<file path="config.mk">
export PLATFORM = sky130hd
export DESIGN_NAME = operand_forward_unit
export DESIGN_NICKNAME = d
export VERILOG_FILES = /design/src/rtl/forwarding_pkg.sv /design/src/rtl/operand_select.sv /design/src/rtl/operand_forward_unit.sv
export SDC_FILE = /design/constraint.sdc
export NUM_CORES = 1
export LEC_CHECK = 0
export CELL_PAD_IN_SITES_DETAIL_PLACEMENT = 0
export CELL_PAD_IN_SITES_GLOBAL_PLACEMENT = 1
export CORE_UTILIZATION = 30
export CTS_CLUSTER_SIZE = 30
export DETAILED_ROUTE_END_ITERATION = 10
export GPL_TIMING_DRIVEN = 1
export HOLD_SLACK_MARGIN = 0.03
export PLACE_DENSITY_LB_ADDON = 0.1
export SLEW_MARGIN = 30
export SYNTH_ARGS = -nofsm -noshare
export SYNTH_HDL_FRONTEND = slang
export SYNTH_SLANG_ARGS = --single-unit
</file>
<file path="constraint.sdc">
create_clock -name clk_i -period 7.6 [get_ports clk_i]
set_input_delay 2.28 -clock clk_i [delete_from_list [all_inputs] [get_ports clk_i]]
set_output_delay 2.28 -clock clk_i [all_outputs]
set_load 0.05 [all_outputs]
</file>
<file path="src/rtl/forwarding_pkg.sv">
// rtl/forwarding_pkg.sv - forwarding bus entry type and operand register state
//
// Package forwarding:
//   t                : one forwarding bus entry {data_valid, data[31:0], address[4:0]}
//   NUM_FWD_DEFAULT  : default number of forwarding sources (EX, MEM, WB)
//   opreg_state_e    : ID/EX operand register occupancy (EMPTY, FULL)
package forwarding;

    typedef struct packed {
        logic        data_valid;
        logic [31:0] data;
        logic [4:0]  address;
    } t;

    localparam int NUM_FWD_DEFAULT = 3;

    typedef enum logic {
        EMPTY = 1'b0,
        FULL  = 1'b1
    } opreg_state_e;

endpackage

</file>
<file path="src/rtl/operand_select.sv">
// rtl/operand_select.sv - combinational resolver for one source operand
//
// Parameters:
//   NUM_FWD   : number of forwarding entries, index 0 is the youngest
// Ports:
//   addr      in  5        : source register address
//   rf_data   in  32       : register-file read data
//   fwd_i     in  NUM_FWD  : forwarding entries
//   value     out 32       : resolved operand value
//   hazard    out 1        : youngest matching producer has no data yet
//   forwarded out 1        : value was taken from a forwarding entry
module operand_select
    import forwarding::*;
#(
    parameter int NUM_FWD = NUM_FWD_DEFAULT
) (
    input  logic [4:0]         addr,
    input  logic [31:0]        rf_data,
    input  t     [NUM_FWD-1:0] fwd_i,
    output logic [31:0]        value,
    output logic               hazard,
    output logic               forwarded
);

    logic        match;
    logic        match_valid;
    logic [31:0] match_data;

    // Walk from oldest to youngest so the lowest matching index overwrites
    // the others. The data_valid of that entry alone decides the outcome,
    // an older valid copy of the same register is stale by definition.
    always_comb begin
        match       = 1'b0;
        match_valid = 1'b0;
        match_data  = 32'd0;
        for (int i = NUM_FWD - 1; i >= 0; i--) begin
            if (fwd_i[i].address == addr && fwd_i[i].address != 5'd0) begin
                match       = 1'b1;
                match_valid = fwd_i[i].data_valid;
                match_data  = fwd_i[i].data;
            end
        end
    end

    always_comb begin
        value     = rf_data;
        hazard    = 1'b0;
        forwarded = 1'b0;
        if (addr == 5'd0) begin
            value = 32'd0;
        end else if (match) begin
            if (match_valid) begin
                value     = match_data;
                forwarded = 1'b1;
            end else begin
                hazard = 1'b1;
            end
        end
    end

endmodule

</file>
<file path="src/rtl/operand_forward_unit.sv">
// rtl/operand_forward_unit.sv - ID/EX operand register with forwarding and load-use stall
//
// Optional statistics counters are enabled with the macro OPERAND_FWD_STATS_EN.
//
// Parameters:
//   NUM_FWD           : number of forwarding sources, index 0 youngest
// Ports:
//   clk_i, rst_ni     : clock, asynchronous active-low reset
//   flush_i           : drop the registered instruction, block capture
//   id_valid_i/id_ready_o : decode handshake
//   id_rs*_addr_i, id_rs*_used_i : source operand addresses and use flags
//   rf_rs*_data_i     : register-file read data
//   fwd_i             : forwarding entries
//   ex_valid_o/ex_ready_i : execute handshake
//   ex_rs*_o          : registered resolved operands
//   stall_o           : operand hazard present
//   fwd_count_o, stall_count_o : saturating statistics (macro only)
module operand_forward_unit
    import forwarding::*;
#(
    parameter int NUM_FWD = NUM_FWD_DEFAULT
) (
    input  logic               clk_i,
    input  logic               rst_ni,
    input  logic               flush_i,
    input  logic               id_valid_i,
    output logic               id_ready_o,
    input  logic [4:0]         id_rs1_addr_i,
    input  logic [4:0]         id_rs2_addr_i,
    input  logic               id_rs1_used_i,
    input  logic               id_rs2_used_i,
    input  logic [31:0]        rf_rs1_data_i,
    input  logic [31:0]        rf_rs2_data_i,
    input  t     [NUM_FWD-1:0] fwd_i,
    output logic               ex_valid_o,
    input  logic               ex_ready_i,
    output logic [31:0]        ex_rs1_o,
    output logic [31:0]        ex_rs2_o,
    output logic               stall_o
`ifdef OPERAND_FWD_STATS_EN
    ,
    output logic [31:0]        fwd_count_o,
    output logic [31:0]        stall_count_o
`endif
);

    opreg_state_e state;

    logic [31:0] val1, val2;
    logic        hz1, hz2;
    logic        fwd1, fwd2;
    logic        hazard, slot_free, capture;

    operand_select #(.NUM_FWD(NUM_FWD)) u_sel_rs1 (
        .addr      (id_rs1_addr_i),
        .rf_data   (rf_rs1_data_i),
        .fwd_i     (fwd_i),
        .value     (val1),
        .hazard    (hz1),
        .forwarded (fwd1)
    );

    operand_select #(.NUM_FWD(NUM_FWD)) u_sel_rs2 (
        .addr      (id_rs2_addr_i),
        .rf_data   (rf_rs2_data_i),
        .fwd_i     (fwd_i),
        .value     (val2),
        .hazard    (hz2),
        .forwarded (fwd2)
    );

    // A hazard on an operand the instruction does not read is harmless.
    assign hazard     = id_valid_i & ((id_rs1_used_i & hz1) | (id_rs2_used_i & hz2));
    assign stall_o    = hazard;
    assign slot_free  = (state == EMPTY) | ex_ready_i;
    assign id_ready_o = slot_free & ~hazard & ~flush_i;
    assign capture    = id_valid_i & id_ready_o;
    assign ex_valid_o = (state == FULL);

    always_ff @(posedge clk_i or negedge rst_ni) begin
        if (!rst_ni) begin
            state <= EMPTY;
        end else if (flush_i) begin
            state <= EMPTY;
        end else if (capture) begin
            state <= FULL;
        end else if (state == FULL && ex_ready_i) begin
            state <= EMPTY;
        end
    end

    // Operands move only on capture so a stalled execute stage sees stable values.
    always_ff @(posedge clk_i or negedge rst_ni) begin
        if (!rst_ni) begin
            ex_rs1_o <= 32'd0;
            ex_rs2_o <= 32'd0;
        end else if (capture) begin
            ex_rs1_o <= val1;
            ex_rs2_o <= val2;
        end
    end

`ifdef OPERAND_FWD_STATS_EN
    logic [1:0]  fwd_inc;
    logic [32:0] fwd_sum;

    assign fwd_inc = {1'b0, id_rs1_used_i & fwd1} + {1'b0, id_rs2_used_i & fwd2};
    assign fwd_sum = {1'b0, fwd_count_o} + {31'd0, fwd_inc};

    always_ff @(posedge clk_i or negedge rst_ni) begin
        if (!rst_ni) begin
            fwd_count_o <= 32'd0;
        end else if (capture) begin
            fwd_count_o <= fwd_sum[32] ? 32'hFFFF_FFFF : fwd_sum[31:0];
        end
    end

    always_ff @(posedge clk_i or negedge rst_ni) begin
        if (!rst_ni) begin
            stall_count_o <= 32'd0;
        end else if (hazard && !flush_i && stall_count_o != 32'hFFFF_FFFF) begin
            stall_count_o <= stall_count_o + 32'd1;
        end
    end
`else
    logic unused_fwd;
    assign unused_fwd = fwd1 ^ fwd2;
`endif

endmodule

</file>
==> impl_metrics.py <==
metrics = {
    "run_status": {
        "run_status": "finished clean",
    },
    "route": {
        "post_route_wl_um": 21900,
        "detailroute.via_count": 6125,
        "route.detailed.vias_per_inst": 5.53,
        "drtPass1Iterations": 4,
        "initialDrtViolationCount": 383,
        "count_of_unresolved_drc_violations_after_routing": 0,
        "detail_route.wl_per_cell_um": 19.8,
        "ant_nets_after_route": 0,
    },
    "global_routing": {
        "met3_usage": 0.0582,
        "top_usage_layer": "met2",
        "gr_util_met1": 0.308,
        "grt_pass1_vias": 6201,
        "globalRoute.totalOverflow": 0,
        "grtUsageMet2": 0.407,
        "grtUsageTotal": 0.249,
        "grt_first_pass_wirelength_um": 33900,
        "grt_max_degree": 73,
        "initial_antenna_violation_count": 0,
    },
    "floorplanning": {
        "initial_util": 0.308,
        "placeableCoreArea_mm2": 0.0167,
        "die_height_um": 133,
        "die_area_mm2": 0.0177,
        "pin_count": 262,
        "die_width_um": 133,
        "num_rows": 47,
    },
    "placed_design": {
        "detailed_place_hpwl_um": 15000,
        "routabilityCongestion": 0.855,
        "dpl_worst_slack_ps": 533,
        "numPortBuffers": 261,
    },
    "critical_path": {
        "r2r-start": "ex_valid_o",
        "worstPathRequired_ps": 5320,
        "reg2reg_slack_ps": 5520,
        "timing.critical_path.fanout_max": 18,
        "startpoint": "id_rs1_addr_i[3]",
        "rr_worst_depth": 6,
        "timing.setup.critical_path_class": "primary input to output port",
        "critical_path_arrival_ps": 4780,
        "critical_path.endpoint_type": "output port",
        "start_kind": "primary input",
        "timing.critical_path.to": "id_ready_o",
        "r2r_end": "ex_rs2_o[28]",
    },
    "pwr": {
        "powerDensity_mw_per_mm2": 201,
        "power.static_leakage_nw": 3.50,
        "vdd_ir_drop_max_uv": 107,
    },
    "timing": {
        "max_freq_mhz": 142,
        "setup_viol_count_final": 0,
        "slew_violations": 0,
        "setup_repair_after_global_routing_missed_its_margin": "false",
        "minimum_setup_slack_in_the_final_design_ps": 535,
        "finalCriticalPeriod_ps": 7060,
        "finalClockSkew_ps": 7.09,
        "final.setup.tns_ps": 0,
        "fin_crit_sh": 0.930,
        "timing_worst_slew_pin_value_ps": 953,
        "timing.hold.ws_ps": 472,
        "hold_viol": 0,
        "slew_headroom": 0.364,
    },
    "cells_and_area": {
        "layout.core_utilization": 0.495,
        "n_antenna_cell": 0,
        "finish.net_count": 1078,
        "n_fill_cell": 1609,
        "post_route_cells_drive_above_1_share": 0.0552,
        "layout-area-overhead-vs-synth_pct": 60.4,
    },
    "worst_hold_path": {
        "hold_class": "flip-flop to flip-flop",
        "hp-start": "ex_rs2_o[26]",
    },
    "clock_network": {
        "clkLatencyLatePin_ps": 340,
        "clock_tree.htree_level_count": 3,
        "clock_sinks": 65,
        "clk_path_buf_depth": 2,
        "cts-hold-fix-buffers": 0,
        "cts-root-buf": "sky130_fd_sc_hd__clkbuf_16",
        "cts.reportedPaths.clkPinSlew_ps": 60,
        "post-cts-setup-buffer-count": 0,
        "cts_resized": 0,
        "tritoncts.num_buffers": 9,
        "cts_tree": "done",
    },
    "logic_synthesis": {
        "yosys_warnings": 0,
        "synth_seq_area_share": 0.316,
        "synthesis.area_per_instance_um2": 7.76,
        "synthDistinctLibCells": 31,
        "ys_ff_latch": 65,
        "synth_cells": 664,
        "syn-num-nets": 859,
        "syn_area_mm2": 0.00515,
    },
    "job": {
        "cap_viol_max_count": 0,
    },
}
## area by class of cell
| type | instances | area, um2 | share of cell area |
|---|---|---|---|
| clock buffers | 11 | 243 | 0.0294 |
| clock inverters | 5 | 55.1 | 0.00667 |
| repair buffers | 273 | 2720 | 0.330 |
| well taps | 220 | 275 | 0.0333 |
| inverters | 6 | 22.5 | 0.00273 |
| flip-flops and latches | 65 | 1630 | 0.197 |
| multi-input cells | 528 | 3310 | 0.401 |
## placed cells by master (no fill, tap or decap), drive strengths merged, types with 3 or more instances in the layout
| cell | count |
|---|---|
| nor3 | 8 |
| and3 | 63 |
| a21oi | 3 |
| nand2 | 130 |
| a211oi | 63 |
| nand3 | 7 |
| o31a | 61 |
| dfrtp | 65 |
| o31ai | 66 |
| nor2 | 72 |
| clkbuf | 11 |
| buf | 15 |
| xnor2 | 6 |
| xor2 | 24 |
| inv | 6 |
| a311oi | 3 |
| clkdlybuf4s50 | 258 |
## synthesized netlist by cell type (all sizes together)
cell type	count	area [um2]
buf	19	95.1
or2	2	12.5
nand3	7	35.0
nor3	8	40.0
and2	2	12.5
a211oi	63	473
nor2	72	270
and3	63	394
o31ai	66	516
o311a	2	20.0
a211o	2	17.5
or4	2	15.0
xnor2	6	52.6
o21ai	1	5.00
a21oi	3	15.0
nand2b	1	6.26
a311oi	3	26.3
clkbuf	46	173
nand2	130	488
xor2	24	210
nor4	2	25.0
nor2b	2	12.5
a221o	1	10.0
inv	6	22.5
o2111a	2	22.5
a22oi	1	7.51
nand4	2	12.5
o31a	61	534
dfrtp	65	1630
## state kept, by name, indices dropped and copies added, names as in the netlist
register / flops
ex_rs1_o: 32
ex_valid_o: 1
ex_rs2_o: 32
## worst min-delay path by stage
stage | slack [ps] | depth (start not counted) | end
finish | 470 | 2 | ex_rs2_o[26]
global route | 500 | 2 | ex_rs2_o[9]
CTS | 480 | 2 | ex_rs2_o[9]
detailed placement | 460 | 2 | ex_rs2_o[9]
global placement | 460 | 2 | ex_rs2_o[9]
floorplan | 750 | 2 | ex_rs1_o[25]
## report_power, final
| part | total, W | internal, W | leakage (nW) | switching, W |
|---|---|---|---|---|
| Sequential | 0.000461 | 0.000420 | 0.814 | 0.0000410 |
| Clock | 0.000426 | 0.000262 | 0.142 | 0.000164 |
| Combinational | 0.000777 | 0.000302 | 2.54 | 0.000474 |
## per-stage QoR
| stage | instances | power [W] | instance area, um2 |
|---|---|---|---|
| final | 1108 | 0.00166 | 8260 |
| after global routing | 1108 | 0.00174 | 8260 |
| after CTS | 1108 | 0.00168 | 8260 |
| after detailed placement | 1092 | 0.00125 | 7960 |
| after global placement | 1092 | 0.00124 | 7960 |
| after floorplan | 664 | 0.000905 | 5150 |
## logic make-up (layout without fill, tap and decap cells)
group | after synthesis | after routing | share of synthesized area
simple gates | 293 | 293 | 0.257
compound gates | 205 | 205 | 0.320
buf+inv | 71 | 295 | 0.0564
flops | 65 | 65 | 0.316
xor+xnor | 30 | 30 | 0.0510
## worst max-delay path: stages
cell and delay (ps):
sky130_fd_sc_hd__clkdlybuf4s50_1 530, sky130_fd_sc_hd__xor2_1 190, sky130_fd_sc_hd__nor3_1 360, sky130_fd_sc_hd__and3_2 530, sky130_fd_sc_hd__o31ai_4 110, sky130_fd_sc_hd__a22oi_1 200
sky130_fd_sc_hd__nor2b_1 80, sky130_fd_sc_hd__nor3_1 310, sky130_fd_sc_hd__buf_12 180
## per-layer routing
layer,wire [um],up-vias
li1,-,2886
met1,9370,2919
met2,10300,271
met3,1570,49
met4,734,0
met5,0,-
No activity file was read; power rests on OpenSTA's default activity.
